<file path="src/rtl/fifo_modal_pkg.sv">
// Shared helpers for fifo_modal: occupancy counter width and DEPTH sanity check.
package fifo_modal_pkg;

  function automatic int unsigned occ_width(input int unsigned depth);
    return $clog2(depth + 1);
  endfunction

  function automatic bit is_pow2(input int unsigned v);
    return (v >= 2) && ((v & (v - 1)) == 0);
  endfunction

endpackage

</file>
<file path="src/rtl/fifo_modal_mem.sv">
// WIDTH x DEPTH storage array: one synchronous write port, one asynchronous read port.
module fifo_modal_mem #(
  parameter int unsigned WIDTH = 8,
  parameter int unsigned DEPTH = 16,
  parameter int unsigned PW    = $clog2(DEPTH)
) (
  input  logic             i_clk,
  input  logic             i_we,
  input  logic [PW-1:0]    i_waddr,
  input  logic [WIDTH-1:0] i_wdata,
  input  logic [PW-1:0]    i_raddr,
  output logic [WIDTH-1:0] o_rdata
);

  // Contents are deliberately not reset; readers only look at written entries.
  logic [WIDTH-1:0] mem_q [DEPTH];

  always_ff @(posedge i_clk) begin
    if (i_we) begin
      mem_q[i_waddr] <= i_wdata;
    end
  end

  assign o_rdata = mem_q[i_raddr];

endmodule

</file>
<file path="src/rtl/fifo_modal.sv">
// Single-clock valid/ready FIFO; FWFT selects fall-through or registered-output head.
module fifo_modal
  import fifo_modal_pkg::*;
#(
  parameter int unsigned      WIDTH      = 8,
  parameter int unsigned      DEPTH      = 16,
  parameter bit               FWFT       = 1'b1,
  parameter logic [WIDTH-1:0] RESET_DATA = '0
) (
  input  logic                            i_clk,
  input  logic                            i_arst_n,
  input  logic                            i_clr,
  input  logic                            i_wr_valid,
  output logic                            o_wr_ready,
  input  logic [WIDTH-1:0]                i_wr_data,
  output logic                            o_rd_valid,
  input  logic                            i_rd_ready,
  output logic [WIDTH-1:0]                o_rd_data,
  output logic [occ_width(DEPTH)-1:0]     o_nEntries
);

  localparam int unsigned PW = $clog2(DEPTH);
  localparam int unsigned CW = occ_width(DEPTH);

  if (!is_pow2(DEPTH)) begin : g_bad_depth
    $error("fifo_modal: DEPTH must be a power of 2 and >= 2");
  end

  logic [PW-1:0]    wr_ptr_q, wr_ptr_d;
  logic [PW-1:0]    rd_ptr_q, rd_ptr_d;
  logic [CW-1:0]    cnt_q, cnt_d;
  logic             wr_fire;
  logic             rd_fire;
  logic             mem_rd;
  logic [WIDTH-1:0] mem_rdata;

  // Handshake: a transfer happens on a rising edge where valid and ready are
  // both high; full/empty come from the counter only, never pointer equality.
  assign o_wr_ready = (cnt_q != CW'(DEPTH));
  assign wr_fire    = i_wr_valid && o_wr_ready;
  assign o_nEntries = cnt_q;

  fifo_modal_mem #(
    .WIDTH (WIDTH),
    .DEPTH (DEPTH),
    .PW    (PW)
  ) u_mem (
    .i_clk   (i_clk),
    .i_we    (wr_fire && !i_clr),
    .i_waddr (wr_ptr_q),
    .i_wdata (i_wr_data),
    .i_raddr (rd_ptr_q),
    .o_rdata (mem_rdata)
  );

  always_comb begin
    wr_ptr_d = wr_ptr_q;
    rd_ptr_d = rd_ptr_q;
    cnt_d    = cnt_q;
    if (i_clr) begin
      wr_ptr_d = '0;
      rd_ptr_d = '0;
      cnt_d    = '0;
    end else begin
      wr_ptr_d = wr_ptr_q + PW'(wr_fire);
      rd_ptr_d = rd_ptr_q + PW'(mem_rd);
      unique case ({wr_fire, rd_fire})
        2'b10:   cnt_d = cnt_q + CW'(1);
        2'b01:   cnt_d = cnt_q - CW'(1);
        default: cnt_d = cnt_q;
      endcase
    end
  end

  always_ff @(posedge i_clk or negedge i_arst_n) begin
    if (!i_arst_n) begin
      wr_ptr_q <= '0;
      rd_ptr_q <= '0;
      cnt_q    <= '0;
    end else begin
      wr_ptr_q <= wr_ptr_d;
      rd_ptr_q <= rd_ptr_d;
      cnt_q    <= cnt_d;
    end
  end

  if (FWFT) begin : g_fwft
    assign o_rd_valid = (cnt_q != '0);
    assign rd_fire    = o_rd_valid && i_rd_ready;
    assign mem_rd     = rd_fire;
    // Mask the unwritten array while empty so reset/clear show RESET_DATA.
    assign o_rd_data  = o_rd_valid ? mem_rdata : RESET_DATA;
  end else begin : g_reg
    logic [WIDTH-1:0] out_q, out_d;
    logic             out_valid_q, out_valid_d;
    logic [CW-1:0]    st_cnt;

    // cnt_q includes the output flop, so storage holds the remainder.
    assign st_cnt     = cnt_q - CW'(out_valid_q);
    assign rd_fire    = out_valid_q && i_rd_ready;
    assign mem_rd     = (!out_valid_q || rd_fire) && (st_cnt != '0);
    assign o_rd_valid = out_valid_q;
    assign o_rd_data  = out_q;

    always_comb begin
      out_d       = out_q;
      out_valid_d = out_valid_q;
      if (i_clr) begin
        out_d       = RESET_DATA;
        out_valid_d = 1'b0;
      end else if (mem_rd) begin
        out_d       = mem_rdata;
        out_valid_d = 1'b1;
      end else if (rd_fire) begin
        out_valid_d = 1'b0;
      end
    end

    always_ff @(posedge i_clk or negedge i_arst_n) begin
      if (!i_arst_n) begin
        out_q       <= RESET_DATA;
        out_valid_q <= 1'b0;
      end else begin
        out_q       <= out_d;
        out_valid_q <= out_valid_d;
      end
    end
  end

endmodule

</file>
<file path="config.mk">
export PLATFORM = sky130hd
export DESIGN_NAME = fifo_modal
export DESIGN_NICKNAME = d
export VERILOG_FILES = /design/src/rtl/fifo_modal_pkg.sv /design/src/rtl/fifo_modal_mem.sv /design/src/rtl/fifo_modal.sv
export SDC_FILE = /design/constraint.sdc
export NUM_CORES = 1
export LEC_CHECK = 0
export BUFFER_PORTS_ARGS = -buffer_cell sky130_fd_sc_hd__buf_2
export CORE_MARGIN = 2
export CORE_UTILIZATION = 40
export DETAILED_ROUTE_END_ITERATION = 10
export MAX_ROUTING_LAYER = met4
export PLACE_DENSITY = 0.53
export SLEW_MARGIN = 10
export SYNTH_ARGS = -nofsm -noshare
export SYNTH_HDL_FRONTEND = slang
export SYNTH_SLANG_ARGS = --single-unit
</file>
<file path="constraint.sdc">
create_clock -name i_clk -period 2.91 [get_ports i_clk]
set_input_delay 0.7275 -clock i_clk [delete_from_list [all_inputs] [get_ports i_clk]]
set_output_delay 0.7275 -clock i_clk [all_outputs]
set_load 0.05 [all_outputs]
</file>
==> results of run 1 <==
## cell type report
cell class	count	area [um2]	area share, %
flip-flops and latches	141	4170	58.4
multi-input cells	154	1630	22.9
clock buffers	19	433	6.06
clock inverters	12	148	2.07
well taps	184	230	3.22
repair buffers	60	526	7.36
## logic make-up (layout without fill, tap and decap cells)
family / count (synthesis) / in the layout / synth area share (%)
flops: 141 / 141 / 71.6
mux: 51 / 51 / 15.7
buf+inv: 16 / 91 / 1.18
simple gates: 65 / 65 / 6.53
fa+ha+maj: 6 / 6 / 1.29
xor+xnor: 6 / 6 / 0.902
compound gates: 26 / 26 / 2.86
## layer usage
metal  part of all wire, %  routed length [um]  track usage, %
met1                    46                5580            22.3
met2                    49                5920            25.3
met3                   4.0                 486            4.64
met4                   1.5                 178            6.28
met5                     0                   0               -
## placed cells by master (no fill, tap or decap), types with 2 or more instances in the layout
| cell type | count |
|---|---|
| nand3b_1 | 2 |
| nand2_1 | 4 |
| o22ai_1 | 7 |
| a21oi_1 | 6 |
| clkinv_4 | 2 |
| clkinv_2 | 2 |
| nor2b_1 | 10 |
| clkbuf_16 | 20 |
| a31oi_1 | 3 |
| buf_12 | 5 |
| clkinv_1 | 2 |
| nor3b_1 | 3 |
| dfrtp_1 | 11 |
| ha_1 | 6 |
| xnor2_1 | 3 |
| dfrtp_2 | 2 |
| nor3_1 | 3 |
| nor2_1 | 18 |
| nand3_1 | 5 |
| mux2i_2 | 6 |
| clkbuf_1 | 2 |
| xor2_1 | 3 |
| clkinvlp_4 | 3 |
| bufinv_16 | 3 |
| buf_6 | 2 |
| nand2b_1 | 5 |
| nand2b_2 | 2 |
| o21ai_0 | 3 |
| buf_4 | 31 |
| buf_2 | 19 |
| mux4_2 | 32 |
| mux2i_1 | 11 |
| and2_1 | 4 |
| edfxtp_1 | 128 |
## path summary, 6_finish.rpt
check                                             to                 startpoint  depth (start not counted)
max reg2reg                o_nEntries[4]$_DFFE_PN0P_  o_nEntries[0]$_DFFE_PN0P_                          9
max in group asynchronous      rd_ptr_q[0]$_DFF_PN0_                   i_arst_n                          1
min reg2reg                    rd_ptr_q[3]$_DFF_PN0_      rd_ptr_q[3]$_DFF_PN0_                          2
min in group i_clk             rd_ptr_q[3]$_DFF_PN0_      rd_ptr_q[3]$_DFF_PN0_                          2
min                        o_nEntries[0]$_DFFE_PN0P_                   i_arst_n                          1
max                                     o_rd_data[2]      rd_ptr_q[0]$_DFF_PN0_                          6
## flip-flops by register name (all words and copies together) (netlist names)
name         count
o_nEntries       5
wr_ptr_q         4
rd_ptr_q         4
u_mem.mem_q    128
## worst max-delay path, delay by kind of cell (launching register included)
family                 cells  cell delay (ns)
flip-flops                 1             0.39
multiplexers               2             0.73
AO/OA/AOI/OAI              1             0.12
buffers and inverters      3             0.49
## repair_timing
item                       in CTS  in global routing
hold buffers                    0                  0
setup endpoints to repair       8                  9
gates resized for setup         7                 22
setup buffers                   3                  5
gates cloned                    0                  3
pin swaps                       0                  3
## per-stage QoR
| step | utilization, % | std cells |
|---|---|---|
| 2_1_floorplan | - | 311 |
| 3_3_place_gp | 44.0 | 528 |
| 3_5_place_dp | 44.0 | 528 |
| 4_1_cts | 48.5 | 562 |
| 5_1_grt | 49.7 | 570 |
| 6_report | 49.7 | 570 |
## power by group through the flow
stage	Combinational [uW]	Clock, uW	Sequential [uW]
6_report	2220	2130	2370
5_1_grt	2360	2250	2380
4_1_cts	1950	2170	2370
3_5_place_dp	1870	0	2410
3_3_place_gp	1850	0	2410
2_1_floorplan	1320	0	2470
==> impl_metrics.ini, run 1 <==
[logic_synthesis]
synth_flop_cell = edfxtp_1
syn_nets = 330
ys_top_cells_by_count = 128 x edfxtp_1, 32 x mux4_2, 18 x mux2i_1, 18 x nor2_1, 13 x dfrtp_1
synth_edf_count = 128
yosysSeqAreaShare_pct = 71.6
synth_area_mm2 = 0.00582
synth.area.top_cells = edfxtp_1 66%, mux4_2 12%, dfrtp_1 5.6%, mux2i_1 3.1%, ha_1 1.3%
postSynthAreaPerCell_um2 = 18.7
synthMostInstantiatedCell = edfxtp_1
synth_top_area_share_pct = 66.0
yosysWarnings = 0
synthArstFlopShare_pct = 9.22
ys_ff_latch = 141
syn_inst = 311
yosys.area.top_type = edfxtp_1
ys_types = 38

[timing]
post-route-period-util_pct = 98.8
post-route-min-period_ns = 2.87
max-slew-margin-rel_pct = 71.4
worstMarginPinSlew_ns = 0.429
setup_viol = 0
setup_slack_ns = 0.0360
clock_skew_ns = 0.00511
whs_ns = 0.204
fmax_ghz = 0.348
finalHoldViolations = 0
rsz0062_at_grt = yes
tns_ns = 0
report.final.slew_viol_count = 0

[route]
wl_per_cell_um = 21.3
final_antenna_net_count = 0
avgViaCountPerCell = 5.28
vias = 3012
wl_mm = 12.2
first_pass_iters = 5
drt_iter0_markers = 221
route.detailed.drc = 0

[grt]
overflow = 0
grt_usage_pct = 16.9
grt_pass1_wl_mm = 18.5
grt_pass1_vias = 3141
antenna_found_initial = 0
grt_max_degree = 35

[pwr]
p_switching_uw = 2080
powerDensity_mw_per_mm2 = 940
netSwitchingFraction_pct = 31.0
peakVddDrop_v = 0.000555
power.leakage_uw = 0.00239
power_frac_clock_pct = 31.7
comb_power_share_pct = 33.0
cellInternalPower_uw = 4630
power_uw = 6710
power.share.sequential_pct = 35.3

[final_layout]
stdcell_area_mm2 = 0.00714
num_antenna_cells = 0
fillers = 1187
area_growth_pct = 22.6
drive_above_1_share_pct = 35.5
nets = 393

[cts]
root_buffer = clkbuf_16
cts_buffers = 17
cts_tree = done
clk_path_buf_depth = 2
htree_levels = 4
clock-sinks = 141
clkLatencyLatePin_ns = 0.42
path_clk_slew_ns = 0.06

[critical_path]
cp_max_fo = 8
r2r_slack_ns = 0.26
cp-start-kind = register
slowest_delay_ns = 0.53
cp-end-kind = primary output
cp_slowest_cell = mux4_2
critPathKind = register to primary output
crit_chain = buf_12 > clkbuf_16 > mux4_2 > mux2i_4 > o22ai_1 > buf_4
critPathRequiredTime_ns = 2.18
worstPathArrival_ns = 2.15

[placed_design]
io_buffers = 27
place_area_mm2 = 0.00633
gp_congestion = 0.781
pre_cts_slack_ns = 0.249
hpwl_mm = 7.55

[die]
placementRows = 44
start_util_pct = 40.5
core_area_mm2 = 0.0144
die-height_um = 125
die_w_um = 125
die-area_mm2 = 0.0155
pin_count = 28

[status]
status = completed

[hold_path]
worstHoldPathType = primary input to asynchronous set/reset pin

[run]
cap_violations = 0
(Power assumes the default switching activity.)
==> run 2, diff against run 1 <==
Settings changed: PLACE_DENSITY 0.53 to not set, PLACE_DENSITY_LB_ADDON set to 0.15.
==> impl_metrics.ini, run 2 (same netlist as run 1, synthesis figures left out) <==
[timing]
post-route-min-period_ns = 2.86
report.final.slew_viol_count = 0
worstMarginPinSlew_ns = 0.422
setup_viol = 0
post-route-period-util_pct = 98.3
max-slew-margin-rel_pct = 71.8
tns_ns = 0
finalHoldViolations = 0
clock_skew_ns = 0.00486
rsz0062_at_grt = yes
fmax_ghz = 0.349

[route]
drt_iter0_markers = 195
vias = 2991
wl_per_cell_um = 20.6
final_antenna_net_count = 0
route.detailed.drc = 0
first_pass_iters = 4
wl_mm = 11.6
avgViaCountPerCell = 5.32

[cts]
clkLatencyLatePin_ns = 0.41
path_clk_slew_ns = 0.06
clk_path_buf_depth = 2
htree_levels = 4
cts_buffers = 17
cts_tree = done
clock-sinks = 141
root_buffer = clkbuf_16

[placed_design]
hpwl_mm = 7.24
gp_congestion = 0.758
io_buffers = 27
dpl.cell_count = 528

[critical_path]
slowest_delay_ns = 0.53
critPathKind = register to primary output
crit_start = rd_ptr_q[0]$_DFF_PN0_
cp_top_family = multiplexers
critPathRequiredTime_ns = 2.18
r2r-start = o_nEntries[0]$_DFFE_PN0P_
cp-end-kind = primary output
crit_chain = buf_12 > mux4_2 > mux2i_2 > o22ai_1 > buf_4
cp_max_fo = 15
cp.buffers_inverters = 2
cp-start-kind = register
worstPathArrival_ns = 2.13
cp_slowest_cell = mux4_2

[final_layout]
num_antenna_cells = 0
regMostFlops = u_mem.mem_q
layout_common_cells = 128 x edfxtp_1, 32 x mux4_2, 26 x buf_4
layout_commonest_cell = edfxtp_1
drive_above_1_share_pct = 31.7
fillers = 1209
final_cells = 562
area_growth_pct = 19.4
largest_reg_flops = 128
nets = 384

[grt]
antenna_found_initial = 0
grt_pass1_vias = 3124
grt_usage_pct = 16.5
grt_pass1_wl_mm = 18.2
grt_max_degree = 35
overflow = 0

[die]
die-area_mm2 = 0.0155
core_area_mm2 = 0.0144
pin_count = 28
die_w_um = 125
placementRows = 44
start_util_pct = 40.5
die-height_um = 125

[pwr]
power_uw = 6380
power.leakage_uw = 0.00232
peakVddDrop_v = 0.000564
powerDensity_mw_per_mm2 = 917

[hold_path]
worstHoldPathType = primary input to asynchronous set/reset pin

[status]
status = completed

[run]
cap_violations = 0
## run 2: metrics by stage
stage | hold slack [ns] | instance area (um2) | setup slack [ns] | utilization, %
2_1_floorplan | 0.432 | 5830 | -0.213 | -
3_3_place_gp | 0.543 | 6310 | 0.235 | 43.9
3_5_place_dp | 0.553 | 6310 | 0.162 | 43.9
4_1_cts | 0.205 | 6950 | 0.000385 | 48.4
5_1_grt | 0.219 | 6960 | -0.0300 | 48.4
6_report | 0.213 | 6960 | 0.0481 | 48.4
## run 2: layout make-up
| class | count | area, um2 | share of cell area, % |
|---|---|---|---|
| Clock buffer | 21 | 440 | 6.33 |
| Tap cell | 184 | 230 | 3.31 |
| Sequential cell | 141 | 4170 | 60.0 |
| Clock inverter | 11 | 124 | 1.78 |
| Timing Repair Buffer | 51 | 365 | 5.25 |
| Multi-Input combinational cell | 154 | 1630 | 23.4 |
## run 2: worst reg2reg max path, delay by kind of cell, from the launching register on
family                   cells  cell delay (ns)
XOR/XNOR                     1             0.17
AO/OA/AOI/OAI                2             0.44
AND/OR/NAND/NOR              4             1.22
flip-flops                   1             0.49
adder cells (fa/ha/maj)      1             0.29
## run 2: final timing paths
| check | slack, ns | depth (start not counted) | to |
|---|---|---|---|
| setup / recovery | 0.05 | 5 | o_rd_data[5] |
| hold / removal | 0.21 | 1 | rd_ptr_q[1]$_DFF_PN0_ |
| hold reg to reg | 0.61 | 2 | wr_ptr_q[3]$_DFF_PN0_ |
| setup reg to reg | 0.20 | 8 | o_nEntries[4]$_DFFE_PN0P_ |
| min in group i_clk | 0.61 | 2 | wr_ptr_q[3]$_DFF_PN0_ |
| max in group asynchronous | 2.42 | 1 | rd_ptr_q[0]$_DFF_PN0_ |
## run 2: power breakdown
part | switching, uW | leakage (uW) | internal [uW] | total, uW
Combinational | 1140 | 0.000716 | 801 | 1940
Sequential | 90.5 | 0.00133 | 2290 | 2380
Clock | 738 | 0.000276 | 1330 | 2060
Total | 1960 | 0.00232 | 4410 | 6380
## run 2: repair_timing
action                     CTS  global route
buffers inserted             2             0
hold buffers                 0             0
setup endpoints to repair    8             8
gates resized for setup      8             8
hold endpoints to repair     0             0
pin swaps                    1             0
gates cloned                 1             0
## run 2: layer usage
layer	up-vias	global-route usage, %	wire [um]
met5	-	-	0
met4	0	5.02	192
met3	13	4.42	515
met2	71	26.8	5860
met1	1538	20.5	5030
li1	1369	-	-
